`config.mk`:
```
export PLATFORM = sky130hd
export DESIGN_NAME = regfile_arbiter
export DESIGN_NICKNAME = d
export VERILOG_FILES = /design/src/rtl/regfile_arbiter_pkg.sv /design/src/rtl/regfile_arbiter_rr_pick2.sv /design/src/rtl/regfile_arbiter.sv
export SDC_FILE = /design/constraint.sdc
export NUM_CORES = 1
export LEC_CHECK = 0
export ABC_AREA = 1
export BUFFER_PORTS_ARGS = -buffer_cell sky130_fd_sc_hd__buf_2
export CORE_MARGIN = 5
export CORE_UTILIZATION = 48
export DETAILED_ROUTE_END_ITERATION = 7
export GPL_TIMING_DRIVEN = 0
export PLACE_DENSITY = 0.76
export SLEW_MARGIN = 15
export SYNTH_ARGS = -nofsm -noshare
export SYNTH_HDL_FRONTEND = slang
export SYNTH_SLANG_ARGS = --single-unit
```
`constraint.sdc`:
```
create_clock -name Clk -period 3.4 [get_ports Clk]
set_clock_uncertainty 0.05 [all_clocks]
set_input_delay 0.17 -clock Clk [delete_from_list [all_inputs] [get_ports Clk]]
set_output_delay 0.17 -clock Clk [all_outputs]
set_load 0.02 [all_outputs]
```
`src/rtl/regfile_arbiter_pkg.sv`:
```
// Shared widths and state encoding for the two-port register file arbiter.
package regfile_arbiter_pkg;

   localparam int RA_A_WIDTH = 2;
   localparam int RA_D_WIDTH = 32;

   typedef enum logic [1:0] {
      RA_IDLE   = 2'd0,
      RA_ACCESS = 2'd1,
      RA_ACK    = 2'd2
   } ra_state_e;

endpackage

```
`src/rtl/regfile_arbiter_rr_pick2.sv`:
```
// Two-way round-robin picker: a lone request wins outright, a tie goes to ptr.
module regfile_arbiter_rr_pick2 (
   input  logic [1:0] req,
   input  logic       ptr,
   output logic       gnt_id,
   output logic       valid
);

   always_comb begin
      valid  = |req;
      gnt_id = 1'b0;
      case (req)
         2'b01:   gnt_id = 1'b0;
         2'b10:   gnt_id = 1'b1;
         2'b11:   gnt_id = ptr;
         default: gnt_id = 1'b0;
      endcase
   end

endmodule

```
`src/rtl/regfile_arbiter.sv`:
```
// Serialises two req/ack requesters onto a 1R/1W register file, one op per 3 cycles.
//
//   state  | meaning
//   IDLE   | sample Req0/Req1, latch the winner's operands
//   ACCESS | drive RF_* from the latched op; capture read data at cycle end
//   ACK    | pulse Ack of the granted port; hand priority to the other port
module regfile_arbiter
   import regfile_arbiter_pkg::*;
#(
   parameter int A_WIDTH = RA_A_WIDTH,
   parameter int D_WIDTH = RA_D_WIDTH
) (
   input  logic               Clk,
   input  logic               Rst,
   input  logic               Req0,
   input  logic               Wr0,
   input  logic [A_WIDTH-1:0] Addr0,
   input  logic [D_WIDTH-1:0] WData0,
   output logic               Ack0,
   output logic [D_WIDTH-1:0] RData0,
   input  logic               Req1,
   input  logic               Wr1,
   input  logic [A_WIDTH-1:0] Addr1,
   input  logic [D_WIDTH-1:0] WData1,
   output logic               Ack1,
   output logic [D_WIDTH-1:0] RData1,
   output logic [A_WIDTH-1:0] RF_RAddr,
   output logic [A_WIDTH-1:0] RF_WAddr,
   output logic               RF_Ren,
   output logic               RF_Wen,
   output logic [D_WIDTH-1:0] RF_WData,
   input  logic [D_WIDTH-1:0] RF_RData,
   output logic               Busy
);

   ra_state_e          state_q, state_d;
   logic               ptr_q, ptr_d;
   logic               gnt_q, gnt_d;
   logic               wr_q, wr_d;
   logic [A_WIDTH-1:0] addr_q, addr_d;
   logic [D_WIDTH-1:0] wdata_q, wdata_d;
   logic [D_WIDTH-1:0] rdata0_q, rdata0_d;
   logic [D_WIDTH-1:0] rdata1_q, rdata1_d;

   logic pick_id;
   logic pick_valid;

   regfile_arbiter_rr_pick2 u_pick (
      .req    ({Req1, Req0}),
      .ptr    (ptr_q),
      .gnt_id (pick_id),
      .valid  (pick_valid)
   );

   always_ff @(posedge Clk or posedge Rst) begin
      if (Rst) begin
         state_q  <= RA_IDLE;
         ptr_q    <= 1'b0;
         gnt_q    <= 1'b0;
         wr_q     <= 1'b0;
         addr_q   <= '0;
         wdata_q  <= '0;
         rdata0_q <= '0;
         rdata1_q <= '0;
      end else begin
         state_q  <= state_d;
         ptr_q    <= ptr_d;
         gnt_q    <= gnt_d;
         wr_q     <= wr_d;
         addr_q   <= addr_d;
         wdata_q  <= wdata_d;
         rdata0_q <= rdata0_d;
         rdata1_q <= rdata1_d;
      end
   end

   always_comb begin
      state_d  = state_q;
      ptr_d    = ptr_q;
      gnt_d    = gnt_q;
      wr_d     = wr_q;
      addr_d   = addr_q;
      wdata_d  = wdata_q;
      rdata0_d = rdata0_q;
      rdata1_d = rdata1_q;
      case (state_q)
         RA_IDLE: begin
            if (pick_valid) begin
               gnt_d   = pick_id;
               wr_d    = pick_id ? Wr1    : Wr0;
               addr_d  = pick_id ? Addr1  : Addr0;
               wdata_d = pick_id ? WData1 : WData0;
               state_d = RA_ACCESS;
            end
         end
         RA_ACCESS: begin
            // Read data is only ever taken while RF_Ren is high, so Z is never latched.
            if (!wr_q) begin
               if (gnt_q) rdata1_d = RF_RData;
               else       rdata0_d = RF_RData;
            end
            state_d = RA_ACK;
         end
         RA_ACK: begin
            ptr_d   = ~gnt_q;
            state_d = RA_IDLE;
         end
         default: state_d = RA_IDLE;
      endcase
   end

   // RF strobes decode from state and latched op only; reset drops them at once.
   always_comb begin
      RF_Ren   = 1'b0;
      RF_Wen   = 1'b0;
      RF_RAddr = '0;
      RF_WAddr = '0;
      RF_WData = '0;
      if (state_q == RA_ACCESS) begin
         if (wr_q) begin
            RF_Wen   = 1'b1;
            RF_WAddr = addr_q;
            RF_WData = wdata_q;
         end else begin
            RF_Ren   = 1'b1;
            RF_RAddr = addr_q;
         end
      end
   end

   assign Ack0   = (state_q == RA_ACK) && !gnt_q;
   assign Ack1   = (state_q == RA_ACK) &&  gnt_q;
   assign RData0 = rdata0_q;
   assign RData1 = rdata1_q;
   assign Busy   = (state_q != RA_IDLE);

endmodule

```
# Word level (Yosys, flattened, before mapping)

Cells that the tools add are included.

Word-level logic and storage cells: 40
Output and inout bits: 105
Input port bits: 106
Register bits after elaboration: 103

Multiplexer cells: 16
Bitwise operators: 2
Reduce and logical (&&, ||, !) cells: 9
Eq/ne operators: 5

Operators by type and width:

| operator             | number |
|---|---|
| $mux W32             | 3 |
| $mux W2              | 6 |
| $eq A2 B2 Y1 const B | 3 |
| $reduce_and A3 Y1    | 2 |
| $mux W1              | 5 |
| $pmux W2 S2          | 1 |
| $eq A2 B1 Y1 const B | 1 |
| $logic_and A1 B1 Y1  | 2 |
| $logic_not A2 Y1     | 1 |
| $ne A2 B2 Y1 const B | 1 |
| $not A1 Y1           | 2 |
| $pmux W1 S2          | 1 |
| $reduce_and A2 Y1    | 1 |
| $reduce_bool A2 Y1   | 1 |
| $reduce_or A2 Y1     | 1 |
| $logic_not A1 Y1     | 1 |

# Longest topological paths before layout

Word-level depth: 3
Depth in mapped cells: 7
Gate-level depth less buffers: 6

# Cells and area by module

A second synthesis with hierarchy kept.

Cells, all modules: 647
Area total of the unflattened synthesis: 4,858.4 µm²

By module, submodules not included:

| module                   | sequential area each (µm²) | instances | area an instance (µm²) | cells each |
|---|---|---|---|---|
| regfile_arbiter          | 2,577.5                    | 1         | 4,835.9                | 642 |
| regfile_arbiter_rr_pick2 | 0.0                        | 1         | 22.5                   | 5 |

# Least setup slack after synthesis

No wires, ideal clock.

Kind: reg-to-reg
From: register state_q[0]
To: register wr_q
Period minus slack after synthesis: 1,327 ps
Path buffers: 1
Library setup time: 117 ps
Arrival time: 1,159 ps
Required time: 3,233 ps
Stages on the path, launching flop included: 8
Setup slack: 2,073 ps
Path through: dfrtp_1 inv_1 nand2_1 nor2_8 inv_4 buf_6 nand2_1 nand2_1

Cells in the longest elaborated chain, start to end: 2

Ends and longest elaborated chain:

| element                     | RTL line              | source |
|---|---|---|
| start, declared             | regfile_arbiter.sv:36 | `ra_state_e state_q, state_d;` |
| start signal, assigned      | regfile_arbiter.sv:66 | `state_q <= state_d;` |
| $logic_not A2 Y1            | regfile_arbiter.sv:86 | `case (state_q)` |
| $reduce_and A2 Y1 (no line) | --                    |  |
| end signal, assigned        | regfile_arbiter.sv:69 | `wr_q <= wr_d;` |
| end, declared               | regfile_arbiter.sv:39 | `logic wr_q, wr_d;` |

No other way between the ends.
A chain may end at the register's enable or synchronous reset.

# Worst setup path in the final report

From: register state_q[1]
To: output RF_WData[11]

Cells in the longest elaborated chain, start to end: 2

Ends and longest elaborated chain:

| element       | RTL line               | source |
|---|---|---|
| $eq A2 B1 Y1  | regfile_arbiter.sv:119 | `if (state_q == RA_ACCESS) begin` |
| $mux W32      | regfile_arbiter.sv:119 |  |
| end, declared | regfile_arbiter.sv:31  | `output logic [D_WIDTH-1:0] RF_WData,` |

No other way between the ends.

==> flow_metrics.py <==
metrics = {
    "worst_setup_path": {
        "crit_buf_inv": 3,
        "critical-path-top-delay-family": "buffers and inverters",
        "crit_chain": "inv_2 -> nand2_2 -> buf_1 -> nor2_1 -> buf_2",
        "crit_path_max_incr_delay_ns": 0.39,
        "cpMaxStageDelayCell": "buf_1",
        "cp_data_required_time_ns": 3.18,
        "cp_max_fo": 10,
        "arrival_ns": 1.59,
        "crit_path_start_kind": "flip-flop",
        "cp-end-kind": "primary output",
        "critPathKind": "flip-flop to primary output",
    },
    "synth": {
        "postSynthAreaPerCell_um2": 7.432,
        "async_flop_share_pct": 100.0,
        "synth.most_common_cell": "nand2_1",
        "synth.distinct_cells": 17,
        "synth.top_cell.area_share_pct": 51.15,
        "synth_ff_type": "dfrtp_1",
        "syn_inst": 678,
        "synth-seq-area-share_pct": 51.15,
        "synth_top_cell_by_area": "dfrtp_1",
        "synth_common_cells": "nand2_1, nand3_1, dfrtp_1",
        "syn_nets": 784,
        "synth-edff-count": 0,
        "ys_seq_elements": 103,
        "synth.area.top_cells": "dfrtp_1, nand2_1, nand3_1, inv_1, nor2_1",
        "synth_warnings": 0,
        "syn_area_um2": 5039,
    },
    "grt": {
        "grt_pass1_wl_mm": 24.01,
        "grt_pass1_vias": 4864,
        "grt_max_degree": 86,
        "grt_remaining_overflow": 0,
        "antenna_found_initial": 0,
        "track_usage_pct": 22.87,
    },
    "clocking": {
        "htreeDepth": 3,
        "clk_pin_slew_ns": 0.10,
        "cts-root-buf": "clkbuf_8",
        "cts_max_path_buffers": 2,
        "clock_latency_ns": 0.34,
        "cts_tree": "done",
        "cts_sinks": 103,
        "numCtsBuffers": 9,
        "postCtsSetupRepairBufs": 0,
    },
    "final_layout": {
        "postLayoutCellArea_um2": 6606,
        "fin_nets": 1017,
        "area_delta_synth_final_pct": 31.12,
        "antenna_cells": 0,
        "layout-drive-gt1-share_pct": 29.15,
        "num-fill-cells": 991,
        "final-seq-area_um2": 2577,
        "multi_input_area_um2": 1902,
    },
    "timing": {
        "setup_viol": 0,
        "slew_headroom_pct": 65.93,
        "fmax_ghz": 0.5514,
        "worst_pin_slew_ns": 0.5111,
        "finalCritPeriodShare_pct": 53.34,
        "tns_ns": 0,
        "rsz0062_at_grt": "false",
        "maxSlewViolCount": 0,
        "hold_viol_final": 0,
        "finalCriticalPeriod_ns": 1.814,
    },
    "floorplan": {
        "core_area_um2": 10280,
        "die_area_um2": 12650,
        "ios": 211,
        "die_x_um": 112.5,
        "dieHeight_um": 112.5,
        "rows": 37,
        "start_util_pct": 49.03,
    },
    "run_status": {
        "outcome": "finished clean",
    },
    "placed_design": {
        "dp_hpwl_mm": 10.87,
        "place_area_um2": 6287,
        "gp_congestion": 0.8256,
        "port_buffers": 209,
    },
    "drt": {
        "firstDrtPassIters": 5,
        "vias": 4949,
        "wire_per_inst_um": 13.48,
        "routed_wl_mm": 14.18,
        "drc": 0,
        "detail_route.iter0.violations": 319,
        "antenna_left": 0,
        "routed_via_density": 4.704,
    },
    "flow_run": {
        "max_cap_viol_count": 0,
    },
    "power_and_ir_drop": {
        "p_comb_share_pct": 50.9,
        "p_per_area_nw_per_um2": 897.1,
        "p_sw_uw": 2784,
        "p_seq_share_pct": 36.4,
        "switching_share_pct": 46.98,
        "p_int_uw": 3142,
        "p_leak_uw": 0.004014,
        "clkPwrFrac_pct": 12.7,
        "power.total_uw": 5926,
        "vdd_drop_max_mv": 0.4637,
    },
    "min_path": {
        "hp-class": "input port to flip-flop",
    },
}
==> per-layer routing <==
layer | part of all wire, % | global-route usage, % | up-vias | routed length (um)
met5 | 0 | 0 | - | 0
li1 | - | - | 2534 | -
met2 | 47 | 38.10 | 189 | 6678
met1 | 44 | 30.45 | 2210 | 6198
met4 | 1.3 | 5.369 | 0 | 183
met3 | 7.9 | 5.337 | 16 | 1123
==> kinds of logic (layout without fill, tap and decap cells) <==
| logic type | Yosys count | in the layout | share of synthesized area, % |
|---|---|---|---|
| compound gates | 2 | 2 | 0.1985 |
| simple gates | 449 | 449 | 37.55 |
| flops | 103 | 103 | 51.15 |
| buf+inv | 124 | 362 | 11.10 |
==> final timing paths <==
kind | start | end | slack (ns) | depth (start not counted)
max | state_q[1] | RF_WData[11] | 1.59 | 5
min | RF_RData[6] | RData1[6] | 0.01 | 3
max reg2reg | gnt_q | RData0[10] | 1.97 | 5
min reg2reg | RData1[6] | RData1[6] | 0.42 | 2
max in group asynchronous | Rst | RData0[11] | 2.41 | 4
min in group asynchronous | Rst | RData1[6] | 0.23 | 3
==> tightest hold or removal path, stage by stage <==
cell and delay [ns]:
buf_2 0.09, nand3_1 0.07, nand2_1 0.06
==> sequential cells by signal (all words and copies together), names as in the netlist <==
register	count
RData0	32
RData1	32
addr_q	2
gnt_q	1
ptr_q	1
state_q	2
wdata_q	32
wr_q	1
==> cell type report <==
cell class / count / area share (%)
clock inverter: 5 / 0.7197
clock buffer: 11 / 2.292
inverter: 81 / 4.716
timing repair buffer: 222 / 18.07
multi-input combinational: 451 / 28.79
buffer: 43 / 3.826
tap: 136 / 2.576
sequential: 103 / 39.02
==> power by group through the flow <==
stage	Combinational, uW	Sequential [uW]	Clock [uW]
after global routing	3370	2230	826
after CTS	3050	2150	780
after global placement	2980	2150	0
final	3010	2160	755
after floorplan	1570	2600	0
after detailed placement	3040	2170	0
==> metrics by stage <==
step / setup slack, ns / utilization (%) / instances / hold slack (ns)
finish: 1.586 / 64.28 / 1052 / 0.01393
global route: 1.450 / 64.28 / 1052 / 0.001982
CTS: 1.567 / 64.28 / 1052 / 0.0007204
detailed placement: 1.970 / 61.18 / 1024 / 0.06348
global placement: -0.7043 / 60.86 / 1023 / 0.3657
floorplan: 0.4762 / - / 678 / 0.2647
==> placed cells by master (no fill, tap or decap) <==
cell	instances
a21oi_1	1
buf_1	6
buf_16	1
buf_2	225
buf_4	11
buf_6	4
clkbuf_1	6
clkbuf_8	11
clkinvlp_4	1
dfrtp_1	103
dlygate4sd3_1	12
inv_1	77
inv_2	2
inv_4	1
inv_6	3
inv_8	2
nand2_1	271
nand2_2	3
nand3_1	134
nor2_1	38
nor2_4	2
nor2_8	1
o21ai_0	1
==> what timing repair did <==
action,in CTS,in global routing
endpoints found under the hold margin,33,0
hold buffers,12,0
resized for setup,0,0
(Power assumes the default switching activity.)
